File: config.mk
export PLATFORM = sky130hd
export DESIGN_NAME = ds_link_rx
export DESIGN_NICKNAME = d
export VERILOG_FILES = /design/src/rtl/ds_pkg.sv /design/src/rtl/ds_bit_recover.sv /design/src/rtl/ds_link_rx.sv
export SDC_FILE = /design/constraint.sdc
export NUM_CORES = 1
export LEC_CHECK = 0
export BUFFER_PORTS_ARGS = -buffer_cell sky130_fd_sc_hd__buf_2
export CAP_MARGIN = 20
export CORE_ASPECT_RATIO = 1.4
export CORE_MARGIN = 2
export CORE_UTILIZATION = 45
export CTS_BUF_LIST = sky130_fd_sc_hd__clkbuf_8
export DETAILED_ROUTE_END_ITERATION = 12
export GPL_TIMING_DRIVEN = 0
export HOLD_SLACK_MARGIN = 0.15
export SETUP_SLACK_MARGIN = 0.15
export SLEW_MARGIN = 5
export SYNTH_ARGS = -nofsm -noshare
export SYNTH_HDL_FRONTEND = slang
export SYNTH_SLANG_ARGS = --single-unit
File: constraint.sdc
create_clock -name clk -period 4.81 [get_ports clk]
set_clock_uncertainty 0.2 [all_clocks]
set_input_delay 0.481 -clock clk [delete_from_list [all_inputs] [get_ports clk]]
set_output_delay 0.481 -clock clk [all_outputs]
set_load 0.02 [all_outputs]
File: src/rtl/ds_pkg.sv
// Shared constants for the DS-SE link receiver: control codes, NULL hunt
// pattern, receiver state encoding and payload lengths.
package ds_pkg;

  typedef enum logic [2:0] {HUNT, HDR_P, HDR_C, DATA, CTRL} rx_state_t;

  // Control codes as {first received, second received}
  localparam logic [1:0] CODE_FCT  = 2'b00;
  localparam logic [1:0] CODE_EOP1 = 2'b01;
  localparam logic [1:0] CODE_EOP2 = 2'b10;
  localparam logic [1:0] CODE_ESC  = 2'b11;

  // Hunt window holds the oldest bit in [0]; bit 0 (ESC parity) is don't-care
  localparam logic [7:0] NULL_PAT  = 8'b0010_1110;
  localparam logic [7:0] NULL_MASK = 8'b1111_1110;

  localparam logic [3:0] DATA_LEN = 4'd8;
  localparam logic [3:0] CTRL_LEN = 4'd2;

  localparam logic [7:0] EOP1_BYTE = 8'h00;
  localparam logic [7:0] EOP2_BYTE = 8'h01;

  function automatic logic parity_ok(input logic acc, input logic p, input logic c);
    return acc ^ p ^ c;
  endfunction

endpackage

File: src/rtl/ds_bit_recover.sv
// Synchronises the D/S pair, flags each recovered bit on a D xor S change and
// times out the link when transitions stop while it is up.
module ds_bit_recover #(
  parameter int SYNC_STAGES = 2,
  parameter int DISC_LIMIT  = 64,
  parameter int DISC_W      = 7
) (
  input  logic clk,
  input  logic rst,
  input  logic d_in,
  input  logic s_in,
  input  logic link_up,
  output logic bit_valid,
  output logic bit_val,
  output logic disc_timeout
);

  localparam logic [DISC_W-1:0] DISC_MAX  = DISC_W'(DISC_LIMIT);
  localparam logic [DISC_W-1:0] DISC_LAST = DISC_W'(DISC_LIMIT - 1);

  logic [SYNC_STAGES-1:0] d_sync;
  logic [SYNC_STAGES-1:0] s_sync;
  logic                   ds_prev;
  logic [DISC_W-1:0]      disc_cnt;
  logic                   d_s;
  logic                   s_s;

  assign d_s          = d_sync[SYNC_STAGES-1];
  assign s_s          = s_sync[SYNC_STAGES-1];
  assign bit_valid    = (d_s ^ s_s) != ds_prev;
  assign bit_val      = d_s;
  assign disc_timeout = link_up && !bit_valid && (disc_cnt == DISC_LAST);

  always_ff @(posedge clk or posedge rst) begin
    if (rst) begin
      d_sync   <= '0;
      s_sync   <= '0;
      ds_prev  <= 1'b0;
      disc_cnt <= '0;
    end else begin
      d_sync  <= {d_sync[SYNC_STAGES-2:0], d_in};
      s_sync  <= {s_sync[SYNC_STAGES-2:0], s_in};
      ds_prev <= d_s ^ s_s;
      if (!link_up || bit_valid)
        disc_cnt <= '0;
      else if (disc_cnt != DISC_MAX)
        disc_cnt <= disc_cnt + 1'b1;
    end
  end

endmodule

File: src/rtl/ds_link_rx.sv
// DS-SE link receiver: hunts for the first NULL, then decodes characters,
// checks parity/escape sequences and holds one character for the consumer.
module ds_link_rx
  import ds_pkg::*;
#(
  parameter int SYNC_STAGES = 2,
  parameter int DISC_LIMIT  = 64,
  parameter int DISC_W      = 7
) (
  input  logic       clk,
  input  logic       rst,
  input  logic       d_in,
  input  logic       s_in,
  output logic [7:0] rx_data,
  output logic       rx_ctrl,
  output logic       rx_valid,
  input  logic       rx_ready,
  output logic       fct_rcvd,
  output logic       null_rcvd,
  output logic       link_up,
  output logic       err_parity,
  output logic       err_esc,
  output logic       err_disc,
  output logic       err_ovr
);

  rx_state_t   state;
  logic [7:0]  sr;
  logic [3:0]  cnt;
  logic        par_acc;
  logic        p_bit;
  logic        esc_pend;
  logic        bit_valid;
  logic        bit_val;
  logic        disc_timeout;

  logic [7:0]  sr_next;
  logic [1:0]  code;
  logic        last_bit;
  logic        hunt_hit;
  logic        present;
  logic [7:0]  pres_data;
  logic        can_load;

  ds_bit_recover #(
    .SYNC_STAGES(SYNC_STAGES),
    .DISC_LIMIT (DISC_LIMIT),
    .DISC_W     (DISC_W)
  ) u_bit_recover (
    .clk         (clk),
    .rst         (rst),
    .d_in        (d_in),
    .s_in        (s_in),
    .link_up     (link_up),
    .bit_valid   (bit_valid),
    .bit_val     (bit_val),
    .disc_timeout(disc_timeout)
  );

  // Payload shifts in at the MSB, so a finished data byte is LSB-first aligned
  always_comb begin
    sr_next   = {bit_val, sr[7:1]};
    code      = {sr_next[6], sr_next[7]};
    hunt_hit  = (sr_next & NULL_MASK) == NULL_PAT;
    last_bit  = bit_valid && !disc_timeout && (state == DATA || state == CTRL) && cnt == 4'd1;
    present   = last_bit && !esc_pend &&
                (state == DATA || code == CODE_EOP1 || code == CODE_EOP2);
    pres_data = (state == DATA) ? sr_next : ((code == CODE_EOP1) ? EOP1_BYTE : EOP2_BYTE);
    can_load  = !rx_valid || rx_ready;
  end

  always_ff @(posedge clk or posedge rst) begin
    if (rst) begin
      state      <= HUNT;
      sr         <= '0;
      cnt        <= '0;
      par_acc    <= 1'b0;
      p_bit      <= 1'b0;
      esc_pend   <= 1'b0;
      rx_data    <= '0;
      rx_ctrl    <= 1'b0;
      rx_valid   <= 1'b0;
      fct_rcvd   <= 1'b0;
      null_rcvd  <= 1'b0;
      link_up    <= 1'b0;
      err_parity <= 1'b0;
      err_esc    <= 1'b0;
      err_disc   <= 1'b0;
      err_ovr    <= 1'b0;
    end else begin
      fct_rcvd   <= 1'b0;
      null_rcvd  <= 1'b0;
      err_parity <= 1'b0;
      err_esc    <= 1'b0;
      err_disc   <= 1'b0;
      err_ovr    <= 1'b0;
      if (rx_valid && rx_ready)
        rx_valid <= 1'b0;

      if (disc_timeout) begin
        err_disc <= 1'b1;
        link_up  <= 1'b0;
        esc_pend <= 1'b0;
        sr       <= '0;
        state    <= HUNT;
      end else if (bit_valid) begin
        unique case (state)
          HUNT: begin
            if (hunt_hit) begin
              null_rcvd <= 1'b1;
              link_up   <= 1'b1;
              par_acc   <= 1'b0;
              esc_pend  <= 1'b0;
              sr        <= '0;
              state     <= HDR_P;
            end else begin
              sr <= sr_next;
            end
          end
          HDR_P: begin
            p_bit <= bit_val;
            state <= HDR_C;
          end
          HDR_C: begin
            if (!parity_ok(par_acc, p_bit, bit_val)) begin
              err_parity <= 1'b1;
              link_up    <= 1'b0;
              esc_pend   <= 1'b0;
              sr         <= '0;
              state      <= HUNT;
            end else begin
              par_acc <= 1'b0;
              cnt     <= bit_val ? CTRL_LEN : DATA_LEN;
              state   <= bit_val ? CTRL : DATA;
            end
          end
          DATA, CTRL: begin
            sr      <= sr_next;
            par_acc <= par_acc ^ bit_val;
            cnt     <= cnt - 4'd1;
            if (cnt == 4'd1) begin
              state <= HDR_P;
              if (esc_pend) begin
                esc_pend <= 1'b0;
                if (state == CTRL && code == CODE_FCT) begin
                  null_rcvd <= 1'b1;
                end else begin
                  err_esc <= 1'b1;
                  link_up <= 1'b0;
                  sr      <= '0;
                  state   <= HUNT;
                end
              end else if (state == CTRL && code == CODE_FCT) begin
                fct_rcvd <= 1'b1;
              end else if (state == CTRL && code == CODE_ESC) begin
                esc_pend <= 1'b1;
              end
            end
          end
          default: state <= HUNT;
        endcase
      end

      // A busy output register keeps its character and flags the lost one
      if (present) begin
        if (can_load) begin
          rx_valid <= 1'b1;
          rx_data  <= pres_data;
          rx_ctrl  <= (state == CTRL);
        end else begin
          err_ovr <= 1'b1;
        end
      end
    end
  end

endmodule

==> results.tsv <==
metric	value	unit
outcome	complete, no violations	
drv_cap	0	
synth_cell_types	47	
cp.required	4.79	ns
die_y	89.1	µm
critPathKind	flip-flop to flip-flop	
max_slew.worst_pin.slew	0.588	ns
area_growth	14.8	%
clk_latency	0.30	ns
drc	0	
layout_common_cells	dfrtp_1, nand2_1, buf_2	
antenna_found_initial	0	
synth_top_area_cell	dfrtp_1	
initial_utilization	45.9	%
ioPinCount	22	
startpoint_type	flip-flop	
grt_first_pass_wirelength	7.94	mm
detail-route-antenna-nets	0	
ir_drop	0.287	mV
path_cells	inv_1 > ha_1 > or3b_2 > or4_4 > nor2b_2 > buf_6 > mux2_1	
setup_tns	0	ns
syn_inst	240	
p_leak	0.00125	µW
track_usage	17.9	%
hpwlAfterDp	3.39	mm
drive_above_1_share	15.8	%
ys_warn_count	0	
synthTopCellsByArea	dfrtp_1, nand2_1, mux2i_1, o21ai_0, ha_1	
cts_tree	built	
grt_pass1_vias	1705	
clk_pin_slew	0.08	ns
crit_fanout	9	
wl_per_cell	13.6	µm
worstHoldPathType	flip-flop to flip-flop	
rsz0062_at_grt	no	
layout.cells.non_filler	339	
ys.flop_type	dfrtp_1	
yosysSeqAreaShare	49.4	%
via_count	1764	
placed_cells	328	
ys_ff_latch	46	
finalMaxSlewViolations	0	
via_per_inst	5.20	
fmax	385	MHz
cp-end-kind	flip-flop	
clock_path_buffers	2	
cts_sinks	46	
netlist.area_leader.share	49.4	%
period_needed	2.60	ns
hold_viol_final	0	
fp.dieW	64.8	µm
finalSetupViolations	0	
synth_nets	251	
synth-edff-count	0	
synthArstFlopShare	100	%
antenna-diode-count	0	
power.total	1360	µW
p_per_area	508	nW/µm²
synthesis.area	2330	µm²
fp.coreArea	5080	µm²
totalWireLength	4.61	mm
grt_overflow	0	
cp.arrival	2.58	ns
dieArea	5780	µm²
fp-row-count	31	
cts-htree-levels	2	
final_common_cell	dfrtp_1	
min_period_over_period	54.0	%
clockRootBuffer	clkbuf_8	
dr.pass1.iters	4	
drtIter0Drc	99	
grt_max_degree	26	
place.gp.congestion	0.917	
cp_slowest_cell	or4_4	
cpPeakStageDelay	0.52	ns
avgSynthCellArea	9.71	µm²
relSlewSlack	60.5	%
nets	283	
portBuffers	21	
cts_buffers	5	
[critical path: cells and delay by family (launching register included)]
family                   cells  cell delay [ns]
adder cells (fa/ha/maj)      1             0.15
buffers and inverters        2             0.24
flip-flops                   1             0.40
multiplexers                 1             0.32
AND/OR/NAND/NOR              3             1.16
[synth_stat cells (5+ instances only)]
cell type	number
ha_1	6
nor2b_1	5
clkbuf_1	5
o21ai_0	20
nand3_1	6
xor2_1	5
mux2i_1	10
inv_1	19
nor2_1	20
a21oi_1	8
dfrtp_1	46
nand2_1	35
[metal layers]
metal	track usage [%]	up-vias	wire length, µm
li1	-	877	-
met1	21.3	854	1900
met2	32.1	27	2500
met3	3.15	6	132
met4	6.96	0	80
met5	0	-	0
[final cells by class]
cell class / count / area, µm²
buffer: 7 / 35.0
clock buffer: 5 / 68.8
clock inverter: 3 / 37.5
fill: 487 / 2410
inverter: 19 / 71.3
multi-input combinational: 168 / 1070
sequential: 46 / 1150
tap: 66 / 82.6
timing repair buffer: 25 / 155
[flip-flops by register name, indices dropped and copies added (netlist names), 2 cells and up]
register	flops
u_bit_recover.s_sync	2
u_bit_recover.disc_cnt	7
rx_data	8
cnt	4
u_bit_recover.d_sync	2
state	3
sr	7
[path summary, 6_finish.rpt]
check,to,slack [ns],cells after the start,from
setup / recovery,rx_ctrl$_DFFE_PP0P_,2.21,7,cnt[1]$_DFFE_PP0P_
hold / removal,u_bit_recover.d_sync[1]$_DFF_PP0_,0.15,0,u_bit_recover.d_sync[0]$_DFF_PP0_
setup reg to reg,rx_ctrl$_DFFE_PP0P_,2.21,7,cnt[1]$_DFFE_PP0P_
hold reg to reg,u_bit_recover.d_sync[1]$_DFF_PP0_,0.15,0,u_bit_recover.d_sync[0]$_DFF_PP0_
max in group asynchronous,sr[1]$_DFFE_PP0P_,3.37,4,rst
min in group asynchronous,u_bit_recover.disc_cnt[1]$_DFFE_PP0P_,0.54,3,rst
[what timing repair did]
| action | CTS | global route |
|---|---|---|
| gates resized for setup | 0 | 0 |
| setup buffers | 0 | 0 |
| hold buffers | 3 | 0 |
| hold endpoints to repair | 23 | 0 |
| endpoints found under the setup margin | 0 | 0 |
[cells by family after synthesis]
family / Yosys count / synth area share [%]
AND/OR/NAND/NOR: 98 / 21.8
flip-flops: 46 / 49.4
AO/OA/AOI/OAI: 41 / 10.2
buffers and inverters: 26 / 4.56
multiplexers: 14 / 6.23
XOR/XNOR: 9 / 4.62
adder cells (fa/ha/maj): 6 / 3.22
[power by group]
part / internal (µW) / switching (µW) / leakage [µW] / total [µW]
Sequential: 477 / 71.9 / 0.000578 / 549
Combinational: 205 / 327 / 0.000615 / 532
Clock: 151 / 127 / 0.0000607 / 278
Total: 834 / 526 / 0.00125 / 1360
[stage by stage]
step	worst slack [ns]	cell area (µm²)	utilization [%]	hold slack, ns
floorplan	2.38	2330	-	0.131
CTS	2.21	2670	52.6	0.157
global route	2.11	2670	52.6	0.163
global placement	2.26	2520	49.5	0.134
finish	2.21	2670	52.6	0.153
detailed placement	2.22	2540	49.9	0.136
No activity file was read; power rests on OpenSTA's default activity.
